**config.mk**
```make
export PLATFORM = sky130hd
export DESIGN_NAME = mine_neighbour_counter
export DESIGN_NICKNAME = d
export VERILOG_FILES = /design/src/rtl/mine_pkg.sv /design/src/rtl/mine_neighbour_counter_addr_gen.sv /design/src/rtl/mine_neighbour_counter.sv
export SDC_FILE = /design/constraint.sdc
export NUM_CORES = 1
export LEC_CHECK = 0
export ABC_AREA = 0
export BUFFER_PORTS_ARGS = -buffer_cell sky130_fd_sc_hd__buf_2
export CORE_MARGIN = 3
export CORE_UTILIZATION = 52
export CTS_BUF_LIST = sky130_fd_sc_hd__clkbuf_2
export DETAILED_ROUTE_END_ITERATION = 6
export GPL_ROUTABILITY_DRIVEN = 0
export PLACE_DENSITY = 0.78
export SLEW_MARGIN = 30
export SYNTH_ARGS = -nofsm -noshare
export SYNTH_HDL_FRONTEND = slang
export SYNTH_SLANG_ARGS = --single-unit
```
**constraint.sdc**
```tcl
create_clock -name clk -period 3.47 [get_ports clk]
set_input_delay 0.694 -clock clk [delete_from_list [all_inputs] [get_ports clk]]
set_output_delay 0.694 -clock clk [all_outputs]
set_load 0.02 [all_outputs]
```
**src/rtl/mine_pkg.sv**
```systemverilog
// Shared types and constants for the mine board reader.
package mine_pkg;

    localparam int unsigned MAX_DIM = 16;
    localparam int unsigned COORD_W = $clog2(MAX_DIM);

    // Width of the runtime board-edge input (must hold MAX_DIM itself).
    localparam int unsigned DIM_W = 5;

    // Scan index: 0 is the centre cell, 1..8 are the neighbours.
    localparam int unsigned IDX_W    = 4;
    localparam int unsigned IDX_LAST = 8;

    // Difficulty board edges.
    localparam logic [DIM_W-1:0] DIM_EASY   = 5'd8;
    localparam logic [DIM_W-1:0] DIM_MEDIUM = 5'd10;
    localparam logic [DIM_W-1:0] DIM_HARD   = 5'd16;

    typedef enum logic [1:0] {
        IDLE  = 2'd0,
        SCAN  = 2'd1,
        DRAIN = 2'd2,
        RESP  = 2'd3
    } state_t;

    typedef logic signed [1:0] offset_t;

    // Neighbour visiting order, row above first, then same row, then row below.
    localparam offset_t NB_DX [8] = '{-2'sd1, 2'sd0, 2'sd1, -2'sd1, 2'sd1, -2'sd1, 2'sd0, 2'sd1};
    localparam offset_t NB_DY [8] = '{-2'sd1, -2'sd1, -2'sd1, 2'sd0, 2'sd0, 2'sd1, 2'sd1, 2'sd1};

    // Column offset for scan index k (index 0 is the centre, offset 0).
    function automatic offset_t nb_dx(input logic [IDX_W-1:0] k);
        if (k == '0) begin
            return 2'sd0;
        end
        return NB_DX[3'(k - 4'd1)];
    endfunction

    // Row offset for scan index k (index 0 is the centre, offset 0).
    function automatic offset_t nb_dy(input logic [IDX_W-1:0] k);
        if (k == '0) begin
            return 2'sd0;
        end
        return NB_DY[3'(k - 4'd1)];
    endfunction

endpackage

```
**src/rtl/mine_neighbour_counter_addr_gen.sv**
```systemverilog
// Combinational neighbour address generator: centre + table offset,
// with a bounds flag instead of wrapping at the board edge.
module neighbour_addr_gen #(
    parameter int unsigned COORD_W = 4
) (
    input  logic [COORD_W-1:0]        cx,
    input  logic [COORD_W-1:0]        cy,
    input  logic [mine_pkg::IDX_W-1:0] k,
    input  logic [mine_pkg::DIM_W-1:0] dim,
    output logic [COORD_W-1:0]        rd_x,
    output logic [COORD_W-1:0]        rd_y,
    output logic                      in_bounds
);
    import mine_pkg::*;

    // Two extra bits: one for the +1 carry, one for the sign of -1 at zero.
    logic signed [COORD_W+1:0] nx;
    logic signed [COORD_W+1:0] ny;
    logic                      x_ok;
    logic                      y_ok;

    // Offset the centre and classify the result against the live board edge.
    always_comb begin
        nx        = signed'({2'b00, cx}) + (COORD_W+2)'(nb_dx(k));
        ny        = signed'({2'b00, cy}) + (COORD_W+2)'(nb_dy(k));
        x_ok      = !nx[COORD_W+1] && (32'(nx) < 32'(dim));
        y_ok      = !ny[COORD_W+1] && (32'(ny) < 32'(dim));
        in_bounds = x_ok && y_ok;
        rd_x      = nx[COORD_W-1:0];
        rd_y      = ny[COORD_W-1:0];
    end

endmodule

```
**src/rtl/mine_neighbour_counter.sv**
```systemverilog
// Cell query engine: reads the centre cell and its 8 neighbours through the
// board's one-cycle-latency read port and reports mine flag + neighbour count.
module mine_neighbour_counter #(
    parameter int unsigned MAX_DIM = 16,
    parameter int unsigned COORD_W = $clog2(MAX_DIM)
) (
    input  logic               clk,
    input  logic               rst,
    input  logic [4:0]         dimension_size,
    input  logic               req_valid,
    output logic               req_ready,
    input  logic [COORD_W-1:0] req_x,
    input  logic [COORD_W-1:0] req_y,
    output logic               rd_en,
    output logic [COORD_W-1:0] rd_x,
    output logic [COORD_W-1:0] rd_y,
    input  logic               rd_data,
    output logic               rsp_valid,
    input  logic               rsp_ready,
    output logic               rsp_mine,
    output logic [3:0]         rsp_count,
    output logic               rsp_err,
    output logic [COORD_W-1:0] rsp_x,
    output logic [COORD_W-1:0] rsp_y
);
    import mine_pkg::*;

    state_t             state_q;
    state_t             state_d;
    logic [IDX_W-1:0]   k_q;
    logic [DIM_W-1:0]   dim_q;
    logic               accept;
    logic               out_of_range;
    logic               scan_last;
    logic               rsp_done;
    logic [COORD_W-1:0] ag_x;
    logic [COORD_W-1:0] ag_y;
    logic               ag_in;
    logic               rd_en_d;
    logic               centre_q;
    logic               centre_d;

    assign req_ready    = (state_q == IDLE);
    assign accept       = req_valid && req_ready;
    assign out_of_range = (32'(req_x) >= 32'(dimension_size)) ||
                          (32'(req_y) >= 32'(dimension_size));
    assign scan_last    = (state_q == SCAN) && (k_q == IDX_W'(IDX_LAST));
    assign rsp_done     = rsp_valid && rsp_ready;

    // The latched query coordinates double as the echoed response fields.
    neighbour_addr_gen #(
        .COORD_W (COORD_W)
    ) u_addr_gen (
        .cx        (rsp_x),
        .cy        (rsp_y),
        .k         (k_q),
        .dim       (dim_q),
        .rd_x      (ag_x),
        .rd_y      (ag_y),
        .in_bounds (ag_in)
    );

    // State register.
    always_ff @(posedge clk or negedge rst) begin
        if (!rst) begin
            state_q <= IDLE;
        end else begin
            state_q <= state_d;
        end
    end

    // Next-state logic.
    always_comb begin
        state_d = state_q;
        unique case (state_q)
            IDLE: begin
                if (accept) begin
                    state_d = out_of_range ? RESP : SCAN;
                end
            end
            SCAN: begin
                if (scan_last) begin
                    state_d = DRAIN;
                end
            end
            DRAIN: begin
                state_d = RESP;
            end
            RESP: begin
                if (rsp_done) begin
                    state_d = IDLE;
                end
            end
            default: begin
                state_d = IDLE;
            end
        endcase
    end

    // Query latch, read issue, read-data accumulation and response handshake.
    // The read pipeline is two stages deep (registered rd_en, then board
    // latency), so RESP is entered one cycle before the last read data lands;
    // rsp_valid rises on the edge after entering RESP, which lines up with
    // that final accumulation and gives the error path the same one-edge rule.
    always_ff @(posedge clk or negedge rst) begin
        if (!rst) begin
            k_q       <= '0;
            dim_q     <= '0;
            rd_en     <= 1'b0;
            rd_x      <= '0;
            rd_y      <= '0;
            rd_en_d   <= 1'b0;
            centre_q  <= 1'b0;
            centre_d  <= 1'b0;
            rsp_valid <= 1'b0;
            rsp_mine  <= 1'b0;
            rsp_count <= '0;
            rsp_err   <= 1'b0;
            rsp_x     <= '0;
            rsp_y     <= '0;
        end else begin
            if (accept) begin
                rsp_x     <= req_x;
                rsp_y     <= req_y;
                dim_q     <= dimension_size;
                rsp_err   <= out_of_range;
                rsp_mine  <= 1'b0;
                rsp_count <= '0;
                k_q       <= '0;
            end else if (state_q == SCAN) begin
                k_q <= k_q + 1'b1;
            end

            rd_en    <= (state_q == SCAN) && ag_in;
            rd_x     <= ((state_q == SCAN) && ag_in) ? ag_x : '0;
            rd_y     <= ((state_q == SCAN) && ag_in) ? ag_y : '0;
            centre_q <= (state_q == SCAN) && (k_q == '0);
            rd_en_d  <= rd_en;
            centre_d <= centre_q;

            if (rd_en_d && rd_data) begin
                if (centre_d) begin
                    rsp_mine <= 1'b1;
                end else begin
                    rsp_count <= rsp_count + 4'd1;
                end
            end

            if (state_q == RESP) begin
                if (!rsp_valid) begin
                    rsp_valid <= 1'b1;
                end else if (rsp_ready) begin
                    rsp_valid <= 1'b0;
                end
            end
        end
    end

endmodule

```
==> results of run 1 <==
## worst min path at each step
stage / startpoint / to
after floorplan: centre_q$_DFF_PN0_ / centre_d$_DFF_PN0_
after global placement: centre_q$_DFF_PN0_ / centre_d$_DFF_PN0_
after detailed placement: centre_q$_DFF_PN0_ / centre_d$_DFF_PN0_
after CTS: rst / rd_en$_DFF_PN0_
after global routing: rst / dim_q[1]$_DFFE_PN0P_
final: rst / rd_en$_DFF_PN0_
## critical path, stage by stage, from the launching register on
cell and delay [ns]:
dfrtp_1 0.41, inv_1 0.09, ha_2 0.18, inv_1 0.06, ha_4 0.24, nor2b_4 0.14, nor3_4 0.26, ha_4 0.26
a31oi_2 0.19, mux2i_1 0.10, xnor2_1 0.16, ha_2 0.23, a2111oi_4 0.32, nor3_4 0.09, nor4_4 0.34, and2_1 0.18
## logic make-up after synthesis
kind of cell             after synthesis  share of synthesized area
AND/OR/NAND/NOR                       85                      0.191
multiplexers                           3                     0.0136
AO/OA/AOI/OAI                         46                      0.123
flip-flops                            38                      0.414
buffers and inverters                 22                     0.0359
XOR/XNOR                              10                     0.0381
adder cells (fa/ha/maj)               34                      0.185
## registers in the layout (all words and copies together), names as in the netlist, 2 cells and up
signal and count:
rd_y 4, state_q 2, rsp_x 4, dim_q 5, rsp_count 4, rsp_y 4
k_q 4, rd_x 4
## layer usage
layer | global-route usage | vias to the layer above | routed length, µm
li1 | - | 930 | -
met1 | 0.261 | 848 | 2210
met2 | 0.321 | 64 | 2400
met3 | 0.0457 | 10 | 305
met4 | 0.0738 | 0 | 93
met5 | 0 | - | 0
## cells in the mapped netlist (5+ instances only)
cell      instances
nand2_1          39
dfrtp_1          38
ha_1             34
inv_1            17
o21ai_1          16
nor2_1           12
and2_1           10
o21ai_0           9
xnor2_1           6
nand2b_1          5
## per-stage QoR
step,util,setup WS [ns],area (µm²),hold WS [ns],std cells
2_1_floorplan,-,0.0384,2310,0.331,238
3_3_place_gp,0.631,0.0856,2620,0.334,333
3_5_place_dp,0.631,-0.0302,2620,0.337,333
4_1_cts,0.660,0.0368,2740,0.364,342
5_1_grt,0.684,-0.0282,2840,0.383,344
6_report,0.684,0.164,2840,0.350,344
## cell type report
cell class                 instances  area, µm²
tap                               50       62.6
clock buffer                       5       25.0
sequential                        38        951
timing repair buffer              51        278
fill                             330       1310
clock inverter                     3       63.8
multi-input combinational        179       1390
inverter                          18       67.6
## timing repair
action | 4_1_cts | 5_1_grt
endpoints found under the setup margin | 8 | 9
gates resized for setup | 3 | 18
setup buffers | 0 | 2
cloned | 1 | 0
pin swaps | 1 | 11
==> impl_metrics.env, run 1 <==
export IMPL_status="complete, no violations"
export IMPL_timing_critical_path_from="k_q[0]$_DFFE_PN0P_"
export IMPL_grt_pass1_vias=1766
export IMPL_clkTransAtPathRegs_ns=0.20
export IMPL_end_kind="flip-flop"
export IMPL_h_tree_depth=2
export IMPL_critical_path_arrival_ns=3.65
export IMPL_report_final_slew_viol_count=0
export IMPL_final_common_cell="buf_2"
export IMPL_drive_above_1_share=0.272
export IMPL_fin_skew_ns=0.0215
export IMPL_synthCells=238
export IMPL_io_pins=43
export IMPL_drt_total_wl_mm=5.01
export IMPL_r2r_slack_ns=0.16
export IMPL_layout_common_cells="buf_2, nand2_1, dfrtp_1"
export IMPL_die_w_um=72.5
export IMPL_clk_latency_ns=0.40
export IMPL_core_area_um2=4140
export IMPL_nNetsFinal=345
export IMPL_yosys_top_cells_area="dfrtp_1, ha_1, nand2_1, o21ai_1, inv_1"
export IMPL_holdBufCountCts=0
export IMPL_worst_setup_path_start_kind="flip-flop"
export IMPL_wl_per_cell_um=14.6
export IMPL_final_setup_viol_count=0
export IMPL_start_util=0.555
export IMPL_ys_seq_area_frac=0.414
export IMPL_drtIter0Drc=117
export IMPL_yosysWarnings=0
export IMPL_tritoncts="built"
export IMPL_antenna_found_initial=0
export IMPL_drt_pass1_iterations=4
export IMPL_hold_path_class="in -> async"
export IMPL_grt_max_degree=39
export IMPL_drv_cap=0
export IMPL_grt_pass1_wl_mm=8.10
export IMPL_tns_ns=0
export IMPL_worst_setup_path_type="reg -> reg"
export IMPL_ys_types=40
export IMPL_postRouteAntennaNets=0
export IMPL_io_buffer_count=42
export IMPL_cts_sinks=38
export IMPL_fp_dieArea_um2=5250
export IMPL_synth_main_ff_cell="dfrtp_1"
export IMPL_syn2layout_area_growth_pct=23.4
export IMPL_root_buffer="clkbuf_2"
export IMPL_synth_top_area_share=0.414
export IMPL_synth_area_um2=2300
export IMPL_syn_nets=290
export IMPL_tightest_slew_ns=0.819
export IMPL_grt_usage=0.199
export IMPL_synth_seq_cells=38
export IMPL_max_slew_margin=0.454
export IMPL_finalCritPeriodShare=0.953
export IMPL_cp_data_required_time_ns=3.81
export IMPL_max_freq_mhz=302
export IMPL_synth_top_area_cell="dfrtp_1"
export IMPL_dpl_hpwl_mm=3.66
export IMPL_rows=23
export IMPL_num_antenna_cells=0
export IMPL_synth_edf_count=0
export IMPL_cts_max_path_buffers=2
export IMPL_num_vias=1852
export IMPL_r2r_end="rd_x[3]$_DFF_PN0_"
export IMPL_critPathCapture="rd_x[3]$_DFF_PN0_"
export IMPL_routed_via_density=5.38
export IMPL_fp_dieH_um=72.5
export IMPL_drc=0
export IMPL_period_needed_ns=3.31
export IMPL_worstRegToRegCells=15
export IMPL_crit_fanout=6
export IMPL_syn_avg_cell_area_um2=9.66
export IMPL_grt_overflow_total=0
export IMPL_synth_async_reset_ratio=1.00
export IMPL_hold_viol=0
export IMPL_cts_buffers=5
export IMPL_r2r_start="k_q[0]$_DFFE_PN0P_"
Power of run 1 is not shown: default switching activity piles up to over one toggle a cycle in this logic, so the estimate is an artifact.
==> run 2: changes to the inputs <==
--- a/config.mk
+++ b/config.mk
@@ -13,6 +13,7 @@
 export DETAILED_ROUTE_END_ITERATION = 6
 export GPL_ROUTABILITY_DRIVEN = 0
 export PLACE_DENSITY = 0.78
+export RECOVER_POWER = 50
 export SLEW_MARGIN = 30
 export SYNTH_ARGS = -nofsm -noshare
 export SYNTH_HDL_FRONTEND = slang
==> impl_metrics.env, run 2 (same netlist as run 1, synthesis figures left out) <==
export IMPL_status="complete, but fails checks"
export IMPL_violations="max-capacitance violations, max-slew violations"
export IMPL_drt_total_wl_mm=5.04
export IMPL_final_setup_viol_count=0
export IMPL_tritoncts="built"
export IMPL_drv_cap=1
export IMPL_start_util=0.555
export IMPL_fp_dieArea_um2=5250
export IMPL_nNetsFinal=345
export IMPL_clkTransAtPathRegs_ns=0.21
export IMPL_final_cells=344
export IMPL_io_pins=43
export IMPL_drive_above_1_share=0.259
export IMPL_tightest_slew_ns=1.95
export IMPL_grt_overflow_total=0
export IMPL_grtUsageMet2=0.321
export IMPL_holdBufCountCts=0
export IMPL_end_kind="flip-flop"
export IMPL_drtIter0Drc=111
export IMPL_cts_sinks=38
export IMPL_hold_path_class="reg -> reg"
export IMPL_grt_max_degree=39
export IMPL_max_slew_margin=-0.301
export IMPL_period_needed_ns=3.31
export IMPL_worstRegToRegCells=15
export IMPL_r2r_start="k_q[0]$_DFFE_PN0P_"
export IMPL_root_buffer="clkbuf_2"
export IMPL_drc=0
export IMPL_max_freq_mhz=302
export IMPL_hold_viol=0
export IMPL_cts_max_path_buffers=2
export IMPL_layout_common_cells="nand2_1, dfrtp_1, buf_2"
export IMPL_dpl_hpwl_mm=3.66
export IMPL_holdWs_ns=0.381
export IMPL_routed_via_density=5.40
export IMPL_syn2layout_area_growth_pct=23.1
export IMPL_worst_setup_path_start_kind="flip-flop"
export IMPL_postRouteAntennaNets=0
export IMPL_crit_fanout=6
export IMPL_whs_endpoint="centre_d$_DFF_PN0_"
export IMPL_critical_path_arrival_ns=3.65
export IMPL_grt_usage=0.199
export IMPL_clk_latency_ns=0.40
export IMPL_worst_setup_path_type="reg -> reg"
export IMPL_cp_data_required_time_ns=3.81
export IMPL_largest_reg_flops=5
export IMPL_min_from="centre_q$_DFF_PN0_"
export IMPL_fp_dieH_um=72.5
export IMPL_r2r_end="rd_x[3]$_DFF_PN0_"
export IMPL_top_usage_layer="met2"
export IMPL_core_area_um2=4140
export IMPL_worstHoldPathCells=0
export IMPL_cts_buffers=5
export IMPL_fin_skew_ns=0.0230
export IMPL_num_antenna_cells=0
export IMPL_rows=23
export IMPL_largest_register="dim_q"
export IMPL_grt_pass1_wl_mm=8.10
export IMPL_wl_per_cell_um=14.7
export IMPL_drt_pass1_iterations=5
export IMPL_final_core_util=0.683
export IMPL_gr_usage_met3=0.0457
export IMPL_h_tree_depth=2
export IMPL_use_met1=0.261
export IMPL_dp_cells=333
export IMPL_io_buffer_count=42
export IMPL_r2r_slack_ns=0.16
export IMPL_finalCritPeriodShare=0.954
export IMPL_report_final_slew_viol_count=39
export IMPL_num_vias=1859
export IMPL_final_common_cell="nand2_1"
export IMPL_grt_pass1_vias=1766
export IMPL_die_w_um=72.5
export IMPL_antenna_found_initial=0
## run 2: changes by cell type in the layout (fill, tap and decap cells not counted), sizes merged
cell,delta
buf,-4
clkbuf,+4
## run 2: how the worst max path moves through the flow
stage	from	end	slack (ns)	cells past startpoint
6_report	k_q[0]$_DFFE_PN0P_	rd_x[3]$_DFF_PN0_	0.16	15
5_1_grt	k_q[0]$_DFFE_PN0P_	rd_x[3]$_DFF_PN0_	-0.03	16
4_1_cts	k_q[0]$_DFFE_PN0P_	rd_x[3]$_DFF_PN0_	0.04	16
3_5_place_dp	k_q[0]$_DFFE_PN0P_	rd_x[3]$_DFF_PN0_	-0.03	16
3_3_place_gp	k_q[0]$_DFFE_PN0P_	rd_y[1]$_DFF_PN0_	0.09	16
2_1_floorplan	k_q[0]$_DFFE_PN0P_	rd_x[0]$_DFF_PN0_	0.04	16
## run 2: critical path: stages (launching register included)
cell and delay, ns:
dfrtp_1 0.41, inv_1 0.09, ha_2 0.18, inv_1 0.06, ha_4 0.24, nor2b_4 0.14
nor3_4 0.26, ha_4 0.26, a31oi_2 0.19, mux2i_1 0.10, xnor2_1 0.16, ha_2 0.23
a2111oi_4 0.32, nor3_4 0.09, nor4_4 0.34, and2_1 0.18
## run 2: stage by stage
step / TNS, ns / setup WS (ns) / cell area, µm²
CTS: 0 / 0.0368 / 2740
finish: 0 / 0.158 / 2830
detailed placement: -0.149 / -0.0302 / 2620
global placement: 0 / 0.0856 / 2620
global route: -0.120 / -0.0282 / 2830
floorplan: 0 / 0.0384 / 2310
## run 2: cell type report
| type | instances | area (µm²) |
|---|---|---|
| fill | 332 | 1310 |
| tap | 50 | 62.6 |
| multi-input combinational | 179 | 1390 |
| inverter | 18 | 67.6 |
| clock buffer | 5 | 25.0 |
| clock inverter | 3 | 63.8 |
| sequential | 38 | 951 |
| timing repair buffer | 51 | 273 |
## run 2: per-layer routing
layer	wire (µm)	vias to the layer above
met5	0	-
met4	105	0
met3	312	12
met2	2390	64
met1	2240	852
li1	-	931
## run 2: what timing repair did
action,CTS,global route
resized for setup,3,18
cloned,1,0
setup buffers,0,2
endpoints found under the setup margin,8,9
endpoints found under the hold margin,0,0
pin swaps,1,11
Power of run 2 is left out for the same reason.
